### src/rtl/icache_boot_loader_pkg.sv
// Shared definitions for the ICache boot loader: loader FSM encoding and
// program-size constants.
package icache_boot_loader_pkg;

    localparam int unsigned LDR_ADDR_W     = 10;
    localparam int unsigned LDR_DATA_W     = 32;
    localparam int unsigned LDR_MAX_WORDS  = 1 << LDR_ADDR_W;
    localparam int unsigned BYTES_PER_WORD = 4;

    typedef enum logic [2:0] {
        StLenHi = 3'd0,
        StLenLo = 3'd1,
        StData  = 3'd2,
        StCsum  = 3'd3,
        StDone  = 3'd4,
        StError = 3'd5
    } state_e;

    // States in which the loader consumes stream bytes.
    function automatic logic accepts_bytes(input state_e s);
        return (s == StLenHi) || (s == StLenLo) || (s == StData) || (s == StCsum);
    endfunction

    // States between the first length byte and a terminal state.
    function automatic logic is_loading(input state_e s);
        return (s == StLenLo) || (s == StData) || (s == StCsum);
    endfunction

endpackage

### src/rtl/icache_boot_loader_byte_packer.sv
// Packs a byte stream MSB-first into DATA_W-bit words and emits a one-cycle
// word_valid pulse, registered, after the last byte of each word.
module icache_boot_loader_byte_packer
    import icache_boot_loader_pkg::*;
#(
    parameter int unsigned DATA_W = LDR_DATA_W
) (
    input  logic              clk_i,
    input  logic              rst_i,
    input  logic              shift_i,
    input  logic [7:0]        byte_i,
    output logic              last_byte_o,
    output logic              word_valid_o,
    output logic [DATA_W-1:0] word_o
);

    localparam int unsigned ACC_W = DATA_W - 8;

    logic [1:0]        idx_q, idx_d;
    logic [ACC_W-1:0]  acc_q, acc_d;
    logic              word_valid_q, word_valid_d;
    logic [DATA_W-1:0] word_q, word_d;

    assign last_byte_o  = (idx_q == 2'(BYTES_PER_WORD - 1));
    assign word_valid_o = word_valid_q;
    assign word_o       = word_q;

    always_comb begin
        idx_d        = idx_q;
        acc_d        = acc_q;
        word_valid_d = 1'b0;
        word_d       = word_q;
        if (shift_i) begin
            // Index wraps 3 -> 0 at the word boundary.
            idx_d = idx_q + 2'd1;
            if (last_byte_o) begin
                word_d       = {acc_q, byte_i};
                word_valid_d = 1'b1;
                acc_d        = '0;
            end else begin
                acc_d = {acc_q[ACC_W-9:0], byte_i};
            end
        end
    end

    always_ff @(posedge clk_i) begin
        if (rst_i) begin
            idx_q        <= '0;
            acc_q        <= '0;
            word_valid_q <= 1'b0;
            word_q       <= '0;
        end else begin
            idx_q        <= idx_d;
            acc_q        <= acc_d;
            word_valid_q <= word_valid_d;
            word_q       <= word_d;
        end
    end

endmodule

### src/rtl/icache_boot_loader.sv
// Boot loader: parses a length-prefixed, XOR-checksummed byte stream, writes
// the packed instructions into the ICache from address 0 and releases the core.
module icache_boot_loader
    import icache_boot_loader_pkg::*;
#(
    parameter int unsigned ADDR_W    = LDR_ADDR_W,
    parameter int unsigned DATA_W    = LDR_DATA_W,
    parameter int unsigned MAX_WORDS = LDR_MAX_WORDS
) (
    input  logic              clk,
    input  logic              rst,
    input  logic              byte_valid,
    input  logic [7:0]        byte_data,
    output logic              byte_ready,
    output logic              ic_we,
    output logic [ADDR_W-1:0] ic_waddr,
    output logic [DATA_W-1:0] ic_wdata,
    output logic              start,
    output logic              busy,
    output logic              err
);

    // One extra bit so a full-size program (2**ADDR_W words) is representable.
    localparam int unsigned CNT_W = ADDR_W + 1;

    state_e            state_q, state_d;
    logic [7:0]        len_hi_q, len_hi_d;
    logic [CNT_W-1:0]  len_q, len_d;
    logic [CNT_W-1:0]  word_cnt_q, word_cnt_d;
    logic [7:0]        csum_q, csum_d;
    logic [ADDR_W-1:0] waddr_q, waddr_d;

    logic              accept;
    logic              shift_en;
    logic              last_byte;
    logic              word_valid;
    logic [DATA_W-1:0] word;
    logic [15:0]       len_full;

    assign byte_ready = !rst && accepts_bytes(state_q);
    assign accept     = byte_valid && byte_ready;
    assign shift_en   = accept && (state_q == StData);
    assign len_full   = {len_hi_q, byte_data};

    icache_boot_loader_byte_packer #(
        .DATA_W (DATA_W)
    ) u_packer (
        .clk_i        (clk),
        .rst_i        (rst),
        .shift_i      (shift_en),
        .byte_i       (byte_data),
        .last_byte_o  (last_byte),
        .word_valid_o (word_valid),
        .word_o       (word)
    );

    always_comb begin
        state_d    = state_q;
        len_hi_d   = len_hi_q;
        len_d      = len_q;
        word_cnt_d = word_cnt_q;
        csum_d     = csum_q;
        waddr_d    = waddr_q;
        if (accept) begin
            unique case (state_q)
                StLenHi: begin
                    len_hi_d = byte_data;
                    state_d  = StLenLo;
                end
                StLenLo: begin
                    len_d      = len_full[CNT_W-1:0];
                    word_cnt_d = '0;
                    csum_d     = '0;
                    if (len_full == 16'd0) begin
                        state_d = StCsum;
                    end else if ({16'd0, len_full} > MAX_WORDS) begin
                        state_d = StError;
                    end else begin
                        state_d = StData;
                    end
                end
                StData: begin
                    csum_d = csum_q ^ byte_data;
                    if (last_byte) begin
                        // Address is latched alongside the packed word so both appear together.
                        waddr_d    = word_cnt_q[ADDR_W-1:0];
                        word_cnt_d = word_cnt_q + CNT_W'(1);
                        if (word_cnt_d == len_q) begin
                            state_d = StCsum;
                        end
                    end
                end
                StCsum: begin
                    state_d = (byte_data == csum_q) ? StDone : StError;
                end
                default: ;
            endcase
        end
    end

    always_ff @(posedge clk) begin
        if (rst) begin
            state_q    <= StLenHi;
            len_hi_q   <= '0;
            len_q      <= '0;
            word_cnt_q <= '0;
            csum_q     <= '0;
            waddr_q    <= '0;
        end else begin
            state_q    <= state_d;
            len_hi_q   <= len_hi_d;
            len_q      <= len_d;
            word_cnt_q <= word_cnt_d;
            csum_q     <= csum_d;
            waddr_q    <= waddr_d;
        end
    end

    assign ic_we    = word_valid;
    assign ic_wdata = word;
    assign ic_waddr = waddr_q;
    assign start    = (state_q == StDone);
    assign err      = (state_q == StError);
    assign busy     = is_loading(state_q);

endmodule
### config.mk
export PLATFORM = sky130hd
export DESIGN_NAME = icache_boot_loader
export DESIGN_NICKNAME = d
export VERILOG_FILES = /design/src/rtl/icache_boot_loader_pkg.sv /design/src/rtl/icache_boot_loader_byte_packer.sv /design/src/rtl/icache_boot_loader.sv
export SDC_FILE = /design/constraint.sdc
export NUM_CORES = 1
export LEC_CHECK = 0
export ABC_AREA = 1
export CAP_MARGIN = 10
export CORE_ASPECT_RATIO = 0.5
export CORE_MARGIN = 4
export CORE_UTILIZATION = 49
export DETAILED_ROUTE_END_ITERATION = 7
export PLACE_DENSITY = 0.75
export SETUP_SLACK_MARGIN = 0.4
export SYNTH_ARGS = -nofsm -noshare
export SYNTH_HDL_FRONTEND = slang
export SYNTH_SLANG_ARGS = --single-unit
### constraint.sdc
create_clock -name clk -period 1.8 [get_ports clk]
set_clock_uncertainty 0.1 [all_clocks]
set_input_delay 0.18 -clock clk [delete_from_list [all_inputs] [get_ports clk]]
set_output_delay 0.18 -clock clk [all_outputs]
set_load 0.02 [all_outputs]
Word level (Yosys, flattened, before mapping)
Index checks and enable logic that the tools add are counted.
{"block": "word_totals", "register_bits": 110, "latchBits": 0, "ramBits": 0, "rom_bits": 0, "in_bits": 11, "output_inout_bits": 47, "wordCells": 57, "n_memories": 0}
{"block": "op_classes", "n_addsub": 2, "mul": 0, "div_mod_pow": 0, "order_cmp": 1, "n_eq_ne": 10, "shifts": 0, "n_mux": 11, "bitwise_logic": 2, "n_reduce_logical": 21}
{"op": "$mux 24", "count": 1}
{"op": "$pmux 11 s2", "count": 1}
{"op": "$gt 16x11->1 const B", "count": 1}
{"op": "$logic_not 16->1", "count": 1}
{"op": "$pmux 8 s2", "count": 1}
{"op": "$mux 3", "count": 4}
{"op": "$pmux 3 s4", "count": 1}
{"op": "$add 11x1->11 const B", "count": 1}
{"op": "$eq 11x11->1", "count": 1}
{"op": "$mux 11", "count": 1}
{"op": "$eq 8x8->1", "count": 1}
{"op": "$reduce_and 2->1", "count": 4}
{"op": "$xor 8x8->8", "count": 1}
{"op": "$eq 3x2->1 const B", "count": 2}
{"op": "$eq 3x3->1 const B", "count": 2}
{"op": "$reduce_and 3->1", "count": 2}
{"op": "$logic_or 1x1->1", "count": 5}
{"op": "$reduce_and 4->1", "count": 1}
{"op": "$reduce_bool 4->1", "count": 1}
{"op": "$eq 3x1->1 const B", "count": 1}
{"op": "$logic_and 1x1->1", "count": 3}
{"op": "$logic_not 3->1", "count": 1}
{"op": "$add 2x1->2 const B", "count": 1}
{"op": "$eq 2x2->1 const B", "count": 1}
{"op": "other kinds (7)", "count": 8}

Logic depth before layout (Yosys ltp)
Gate-level depths: netlist (run 1).
{"block": "logic_depth", "depth_word": 9, "ltp_mapped": 14, "depth_no_buf": 14}

By module
From an unflattened synthesis (run 1), not the netlist that was laid out.
{"block": "hier_totals", "hier_cells": 644, "hier_area_um2": 4799.6}
{"mod": "icache_boot_loader", "instances": 1, "cells_per_inst": 369, "area_per_inst_um2": 2565.0, "seq_area_each_um2": 1021.0}
{"mod": "icache_boot_loader_byte_packer", "instances": 1, "cells_per_inst": 275, "area_per_inst_um2": 2234.6, "seq_area_each_um2": 1181.1}

Least setup slack after synthesis (run 1)
Ideal clock, no wire load.
{"block": "synth_path", "path_kind": "register to register", "start": "reg state_q[2]", "end": "reg word_cnt_q[10]", "setup_time_ns": 0.063, "t_arrival_ns": 1.815, "required_ns": 1.637, "setup_slack_ns": -0.178, "stages_incl_launch_ff": 12, "path_buffers": 2, "period_less_slack_ns": 1.978, "cell_sequence": "dfxtp_1 -> nor2_1 -> nand2_1 -> nor2_4 -> inv_2 -> nor2_4 -> buf_6 -> inv_2 -> buf_6 -> o22ai_2 -> inv_2 -> nor2_2"}
{"block": "synth_between", "elab_chain_cells": 7}
{"item": "from (decl)", "line_no": "icache_boot_loader.sv:26", "source": "state_e state_q, state_d;"}
{"item": "from (signal assigned)", "line_no": "icache_boot_loader.sv:103", "source": "state_q <= StLenHi;"}
{"item": "from (signal assigned)", "line_no": "icache_boot_loader.sv:110", "source": "state_q <= state_d;"}
{"item": "$eq 3x1->1 or $logic_not 3->1 (tied branches)", "line_no": "icache_boot_loader_pkg.sv:21", "source": "return (s == StLenHi) || (s == StLenLo) || (s == StData) || (s == StCsum);"}
{"item": "$logic_or 1x1->1 (2 in a row)", "line_no": "icache_boot_loader_pkg.sv:21"}
{"item": "$logic_or 1x1->1 (*)", "line_no": "icache_boot_loader_pkg.sv:21"}
{"item": "$logic_and 1x1->1 (*)", "line_no": "icache_boot_loader.sv:40", "source": "assign byte_ready = !rst && accepts_bytes(state_q);"}
{"item": "net byte_ready", "line_no": "icache_boot_loader.sv:14", "source": "output logic byte_ready,"}
{"item": "$logic_and 1x1->1 (*)", "line_no": "icache_boot_loader.sv:41", "source": "assign accept = byte_valid && byte_ready;"}
{"item": "$reduce_and 3->1 (no source line) (*)"}
{"item": "to (signal assigned)", "line_no": "icache_boot_loader.sv:113", "source": "word_cnt_q <= word_cnt_d;"}
{"item": "to (decl)", "line_no": "icache_boot_loader.sv:29", "source": "logic [CNT_W-1:0] word_cnt_q, word_cnt_d;"}
The timed path passes the listed nets; every way through them passes the cells marked *.
A chain may end at the register's enable or synchronous reset.

Worst setup path in the final report (run 1)
{"block": "layout_path", "start": "reg word_cnt_q[0]", "end": "reg state_q[1]"}
{"block": "layout_between", "elab_chain_cells": 4}
{"item": "$add 11x1->11", "line_no": "icache_boot_loader.sv:87", "source": "word_cnt_d = word_cnt_q + CNT_W'(1);"}
{"item": "$eq 11x11->1", "line_no": "icache_boot_loader.sv:88", "source": "if (word_cnt_d == len_q) begin"}
{"item": "$ne 2x1->1 (no source line)"}
{"item": "$reduce_and 4->1 (no source line)"}
Every way passes these cells.

==> results of run 1 <==
-- sequential cells by signal (all words and copies together), names as in the netlist --
name and count:
csum_q 8, ic_waddr 10, len_hi_q 8, len_q 11, state_q 3, u_packer.acc_q 24
u_packer.idx_q 2, u_packer.word_o 32, u_packer.word_valid_o 1, word_cnt_q 11
-- Yosys cell counts --
library cell / instances
nor2_1: 86
inv_2: 6
o21ai_0: 64
nor2_4: 2
a21oi_1: 79
nand4_1: 2
ha_1: 2
xnor3_1: 1
buf_6: 2
buf_2: 7
nor2_2: 3
clkbuf_1: 19
o21ai_2: 1
nor3_1: 5
nand3_1: 55
and2_1: 1
nor4_1: 4
xor2_1: 9
xnor2_1: 2
nor3_4: 1
o22ai_2: 1
dfxtp_1: 110
nand3b_1: 2
inv_1: 36
clkinv_1: 2
nand2_1: 104
buf_1: 3
or2_0: 1
o21bai_1: 1
-- worst max-delay path, delay by kind of cell, from the launching register on --
kind	cells	cell delay, ns
AO/OA/AOI/OAI	1	0.23
AND/OR/NAND/NOR	10	0.95
flip-flops	1	0.38
adder cells (fa/ha/maj)	1	0.18
buffers and inverters	1	0.09
-- final timing paths --
check / start / end / slack [ns] / depth (start not counted)
setup / recovery: word_cnt_q[0] / state_q[1] / -0.23 / 13
hold / removal: rst / u_packer.acc_q[23] / 0.28 / 3
setup reg to reg: word_cnt_q[0] / state_q[1] / -0.23 / 13
hold reg to reg: u_packer.acc_q[19] / u_packer.acc_q[19] / 0.37 / 2
-- through the flow --
stage          TNS [ns]  cell area [um2]
4_1_cts          -0.817             6510
3_3_place_gp     -13.67             5620
3_5_place_dp     -14.88             5620
6_report          -3.56             6980
2_1_floorplan         0             4610
5_1_grt           -8.37             6980
-- what timing repair did --
item / CTS / global route
setup buffers: 17 / 9
resized for setup: 129 / 130
setup endpoints to repair: 157 / 114
hold buffers: 0 / 0
pin swaps: 23 / 17
gates cloned: 10 / 4
-- area by class of cell --
| type | count | area [um2] |
|---|---|---|
| timing repair buffer | 150 | 1670 |
| fill | 519 | 1880 |
| clock inverter | 7 | 71.3 |
| multi-input combinational | 426 | 2440 |
| sequential | 110 | 2220 |
| tap | 117 | 146 |
| clock buffer | 9 | 225 |
| inverter | 44 | 199 |
-- where the power goes --
part           switching, mW  total (mW)  leakage [nW]  internal, mW
clock network           1.06        2.05         0.147         0.989
registers             0.0350        2.50         0.893          2.46
logic                  0.305       0.512          1.95         0.207
total                   1.40        5.06          2.99          3.66
-- per-layer routing --
| layer | GRT usage [%] | vias up | share of wire, % | routed length, um |
|---|---|---|---|---|
| met5 | 0 | - | 0 | 0 |
| met4 | 10.2 | 0 | 5.7 | 1000 |
| met3 | 7.15 | 105 | 8.3 | 1460 |
| met2 | 41.8 | 309 | 47 | 8250 |
| met1 | 32.5 | 2453 | 39 | 6900 |
| li1 | - | 2279 | - | - |
-- cells by family (layout without fill, tap and decap cells) --
| family | Yosys count | count (layout) | share of synthesized area, % |
|---|---|---|---|
| AO/OA/AOI/OAI | 146 | 146 | 16.4 |
| flip-flops | 110 | 110 | 48.6 |
| AND/OR/NAND/NOR | 266 | 266 | 25.1 |
| adder cells (fa/ha/maj) | 2 | 2 | 0.552 |
| buffers and inverters | 75 | 210 | 6.74 |
| XOR/XNOR | 12 | 12 | 2.62 |
==> key figures, run 1 <==
Clocking
  • CTS HTree Levels: 3
  • Clock transition at the registers of the reported paths: 0.08 ns
  • Clk_lat worst skew: 0.38 ns
  • Bufs on Longest Clock Path: 2
  • Root buffer cell: clkbuf_16
  • CTS sink cnt: 110
  • CTS Buf Count: 9
  • TritonCTS clock tree: yes

Worst setup path
  • Setup crit end kind: flop
  • Slowest cell on crit path: dfxtp_4
  • Most used cell, CP: nand2_1
  • Crit Path Class: flop to flop
  • Crit path arrival time: 2.19 ns
  • Crit-path max FO: 5
  • Max incr delay on CP: 0.38 ns
  • Critical path startpoint category: flop
  • Req. time, crit path: 1.96 ns
  • Worst-path cell chain: ha_4, nand2_4, inv_1, nor2_2, nand2_1, nand2_1, nand3_1, nor2_1, nand3_2, o21ai_4, nand3_1, nand2_1, nor2_1

Floorplan
  • Number of top-level pins: 58
  • Die Ht: 76 um
  • Die area: 0.0109 mm2
  • Starting Density: 51.2%
  • Die width: 144 um
  • Core Footprint: 0.00886 mm2
  • # rows: 24

Timing
  • Max Fclk: 0.492 GHz
  • Hold Worst Slack: 0.285 ns
  • Setup-failing EPs final: 48
  • Final Hold Viols: 0
  • Slew @ Worst Pin: 0.469 ns
  • RSZ-0062 raised after global routing: yes
  • Tmin final: 2.03 ns
  • Final worst path period share: 113%
  • Pins Over Slew Limit: 0
  • Max-Slew Margin vs Limit: 68.5%
  • Final worst slack: -0.233 ns

Power and ir drop
  • Worst vdd ir: 0.000506 V
  • Tot Pwr: 5.06 mW
  • Leak Pwr: 2.99 nW
  • Power per Cell Area: 725 mW/mm2

Detailed routing
  • WL per Instance: 20.4 um
  • Via Count: 5146
  • 1st-iter DRT viols: 605
  • Remaining antenna violation count: 0
  • Post-DR vias/cell: 5.96
  • First-pass iteration count of the detailed router: 5
  • DRC violations left: 0
  • Final wirelength: 17600 um

Place
  • Worst slack, placed: -0.230 ns
  • Post-DP HPWL: 7710 um
  • GP Congestion: 0.853
  • Placed insts: 807
  • Buffers on Ports: 57

Global routing
  • Total GRT Usage: 25.8%
  • Initial antenna violation count: 0
  • Vias in the first global route: 4482
  • Largest net degree at the start of global routing: 65
  • Global route overflow: 0
  • First-pass GRT wire length: 22400 um

Yosys
  • Synth top area cells: dfxtp_1 49%, a21oi_1 8.7%, nand2_1 8.6%
  • Seq/Total Area, Yosys: 48.6%
  • Cell area after synthesis: 0.00453 mm2
  • Post-synth cell types: 29
  • Synth top area share: 48.6%
  • Synth warnings: 0
  • Syn Nets: 624
  • Syn Inst Count: 611
  • Flops & latches, synth: 110
  • Synth area leader: dfxtp_1
  • Post-Synthesis Mean Instance Area: 7.42 um2

Outcome
  • Status: finished with violations
  • Violated checks: negative setup slack

Layout
  • Highest-count cells in the layout ignoring fill and taps: 103 x dfxtp_1, 93 x nand2_1, 64 x nor2_1, 62 x a21oi_1, 58 x buf_4
  • Diodes inserted: 0
  • Most common cell after layout, fill and taps aside: dfxtp_1
  • Proportion of layout cells with a drive suffix above 1: 29.2%
  • Non-filler cells, final: 863
  • Area Growth Syn to Fin: 54.0%
  • Final #Nets: 754
  • Final core occ: 78.8%

Hold path
  • Hold Crit Class: input pin to flop

Flow run
  • Max Cap Viol: 0
No activity file was read; power rests on OpenSTA's default activity.
==> run 2: changes to the inputs <==
Settings changed: ABC_AREA 1 to not set, CORE_MARGIN 4 to not set, CORE_UTILIZATION 49 to 50, PLACE_DENSITY 0.75 to 0.76, REMOVE_ABC_BUFFERS set to 1.
==> run 2 against run 1 <==
Compared with the run above: area after synthesis is 3.5% higher; routed wire length is 26% higher; total power is 1.3% lower; critical path depth is 4 lower; first-iteration DRC count is 56% higher; combinational power is 6.8% lower; sequential power hardly changed; clock power hardly changed; the run still ends with negative setup slack left; final cell count is 1.3% lower; highest routed layer unchanged; synthesized cell count is 1.5% lower; sequential share of layout area is 4.1 points lower.
==> key figures, run 2 <==
Outcome
  • Status: finished with violations
  • Violated checks: negative setup slack

Place
  • GP Congestion: 0.882 (+3.4%)
  • Post-DP Area: 0.00575 mm2 (+2.2%)
  • Buffers on Ports: 57 (unchanged)
  • Post-DP HPWL: 7610 um (-1.2%)
  • Placed insts: 789 (-2.2%)

Floorplan
  • Starting Density: 52.8% (+1.6 points)
  • Core Footprint: 0.00889 mm2 (+0.34%)
  • Die Ht: 70.5 um (-7.3%)
  • Die area: 0.00979 mm2 (-11%)
  • Number of top-level pins: 58 (unchanged)
  • # rows: 24 (unchanged)
  • Die width: 139 um (-3.5%)

Worst setup path
  • Crit path arrival time: 2.41 ns (+0.22 ns)
  • Req. time, crit path: 1.92 ns (-0.04 ns)
  • Critical path startpoint category: flop
  • Crit Path Class: flop to flop
  • Setup crit end kind: flop
  • Crit-path max FO: 5 (unchanged)

Layout
  • Highest-count cells in the layout ignoring fill and taps: 105 x dfxtp_1, 81 x nand2_1, 78 x a21oi_2, 48 x nand2_4, 47 x buf_4
  • Area Growth Syn to Fin: 70.1%
  • Diodes inserted: 0 (unchanged)
  • Final Cell Area: 0.00798 mm2 (+14%)
  • Largest register FFs: 32 (unchanged)
  • Final #Nets: 743 (-1.5%)
  • Non-filler cells, final: 852 (-1.3%)
  • Proportion of layout cells with a drive suffix above 1: 45.2% (+16 points)
  • Most common cell after layout, fill and taps aside: dfxtp_1

Yosys
  • Post-synth EDFFs: 0 (unchanged)
  • Cell area after synthesis: 0.00469 mm2 (+3.5%)
  • Most used DFF post-synth: dfxtp_1
  • Synth top area share: 47.0% (-1.6 points)
  • Flops & latches, synth: 110 (unchanged)
  • Synth area leader: dfxtp_1
  • Seq/Total Area, Yosys: 47.0% (-1.6 points)
  • Async set-reset flop share out of synthesis: 0% (unchanged)
  • Most instantiated library cell after synthesis: nand2_1
  • Syn Inst Count: 602 (-1.5%)
  • Synth top area cells: dfxtp_1 47%, nand2_1 12%, a21oi_1 12%
  • Ranking of synthesized cells by instance count: 152 x nand2_1, 110 x a21oi_1, 110 x dfxtp_1
  • Synth warnings: 0 (unchanged)
  • Post-synth cell types: 43 (+48%)
  • Post-Synthesis Mean Instance Area: 7.79 um2 (+5.0%)

Clocking
  • Clock transition at the registers of the reported paths: 0.07 ns (about the same)
  • TritonCTS clock tree: yes
  • CTS HTree Levels: 3 (unchanged)
  • CTS sink cnt: 110 (unchanged)
  • Clk_lat worst skew: 0.37 ns (about the same)
  • Root buffer cell: clkbuf_16
  • CTS Buf Count: 9 (unchanged)
  • Bufs on Longest Clock Path: 2 (unchanged)

Hold path
  • Hold Crit Class: input pin to flop

Detailed routing
  • 1st-iter DRT viols: 942 (+56%)
  • First-pass iteration count of the detailed router: 8 (+3)
  • DRC violations left: 0 (unchanged)
  • Final wirelength: 22200 um (+26%)
  • WL per Instance: 26.0 um (+28%)
  • Remaining antenna violation count: 0 (unchanged)
  • Post-DR vias/cell: 6.68 (+12%)
  • Via Count: 5692 (+11%)

Global routing
  • Vias in the first global route: 5183 (+16%)
  • Total GRT Usage: 36.6% (+11 points)
  • Largest net degree at the start of global routing: 90 (+38%)
  • Global route overflow: 0 (unchanged)
  • Initial antenna violation count: 1 (+1)
  • First-pass GRT wire length: 27500 um (+23%)

Timing
  • Pins Over Slew Limit: 0 (unchanged)
  • Setup TNS: -9.02 ns (-5.46 ns)
  • Final worst slack: -0.487 ns (-0.253 ns)
  • Tmin final: 2.29 ns (+0.253 ns)
  • Final Hold Viols: 0 (unchanged)
  • Max-Slew Margin vs Limit: 32.0% (-36 points)
  • Setup-failing EPs final: 68 (+42%)
  • Hold Worst Slack: 0.140 ns (-0.145 ns)
  • Final worst path period share: 127% (+14 points)
  • RSZ-0062 raised after global routing: yes
  • Slew @ Worst Pin: 1.02 ns (+0.551 ns)
  • Max Fclk: 0.437 GHz (-11%)

Power and ir drop
  • Power per Cell Area: 626 mW/mm2 (-14%)
  • Switching Share: 27.0% (-0.69 points)
  • Sw Pwr: 1.35 mW (-3.8%)
  • Clock group share of total power: 40.7% (+0.2 points)
  • Pint: 3.64 mW (-0.38%)
  • Sequential power share: 49.8% (+0.5 points)
  • Leak Pwr: 3.31 nW (+11%)
  • Worst vdd ir: 0.000434 V (-14%)
  • Comb pwr share: 9.6% (-0.5 points)

Flow run
  • Max Cap Viol: 0 (unchanged)
## run 2: layout make-up
| type | instances | area (um2) |
|---|---|---|
| clock buffers | 10 | 239 |
| clock inverters | 6 | 50.0 |
| fillers | 296 | 913 |
| inverters | 2 | 20.0 |
| multi-input cells | 440 | 3260 |
| flip-flops and latches | 110 | 2220 |
| well taps | 117 | 146 |
| repair buffers | 167 | 2040 |
## run 2: power by group through the flow
stage          registers (mW)  clock network, mW  logic (mW)
2_1_floorplan            2.53                  0       0.117
3_3_place_gp             2.53                  0       0.306
3_5_place_dp             2.53                  0       0.310
4_1_cts                  2.48               1.97       0.365
5_1_grt                  2.48               2.12       0.488
6_report                 2.48               2.03       0.477
## run 2: through the flow
step | power (mW) | util, % | worst slack (ns)
after detailed placement | 2.84 | 64.6 | -0.468
after global routing | 5.10 | 89.7 | -0.509
after CTS | 4.81 | 82.1 | -0.166
after floorplan | 2.64 | - | -0.739
after global placement | 2.84 | 64.6 | -0.457
final | 4.99 | 89.7 | -0.487
## run 2: worst paths after layout
| check | cells after the start | end | slack, ns | from |
|---|---|---|---|---|
| min reg2reg | 2 | u_packer.word_o[20] | 0.37 | u_packer.word_o[20] |
| min | 4 | state_q[1] | 0.14 | byte_valid |
| max | 9 | word_cnt_q[5] | -0.49 | state_q[2] |
| max reg2reg | 9 | word_cnt_q[5] | -0.49 | state_q[2] |
## run 2: worst max-delay path, stage by stage, from the launching register on
cell and delay, ns:
dfxtp_2 0.33, or3b_4 0.39, buf_6 0.14, nor2_8 0.14
nand2_8 0.08, buf_6 0.14, buf_12 0.13, nor2_1 0.13
o21ai_0 0.16, a21oi_2 0.40
## run 2: cells by family (layout without fill, tap and decap cells)
logic type,after synthesis,in the layout,synth area share [%]
adders and majority gates,2,2,0.534
and+or+nand+nor,270,270,26.9
DFF,110,110,47.0
muxes,1,1,0.213
buffers and inverters,52,185,4.56
AOI/OAI and AO/OA,142,142,16.1
xor gates and xnor gates,25,25,4.67
## run 2: metal layers
layer  vias to the layer above  part of all wire (%)  GRT usage [%]  routed length (um)
li1                       2278                     -              -                   -
met1                      2656                    35           43.5                7870
met2                       578                    45           60.5                9940
met3                       180                    13           9.88                2940
met4                         0                   6.5           20.6                1440
met5                         -                     0              0                   0
## run 2: repair_timing
action	CTS	global route
setup endpoints to repair	157	120
setup buffers	22	7
hold buffers	0	0
gates cloned	18	0
pin swaps	106	86
gates resized for setup	243	169
==> run 3: changes to the inputs <==
Settings changed: CAP_MARGIN 10 to not set.
==> results of run 3 <==
Same layout as run 2: the final DEF is identical, and so are final timing and power.
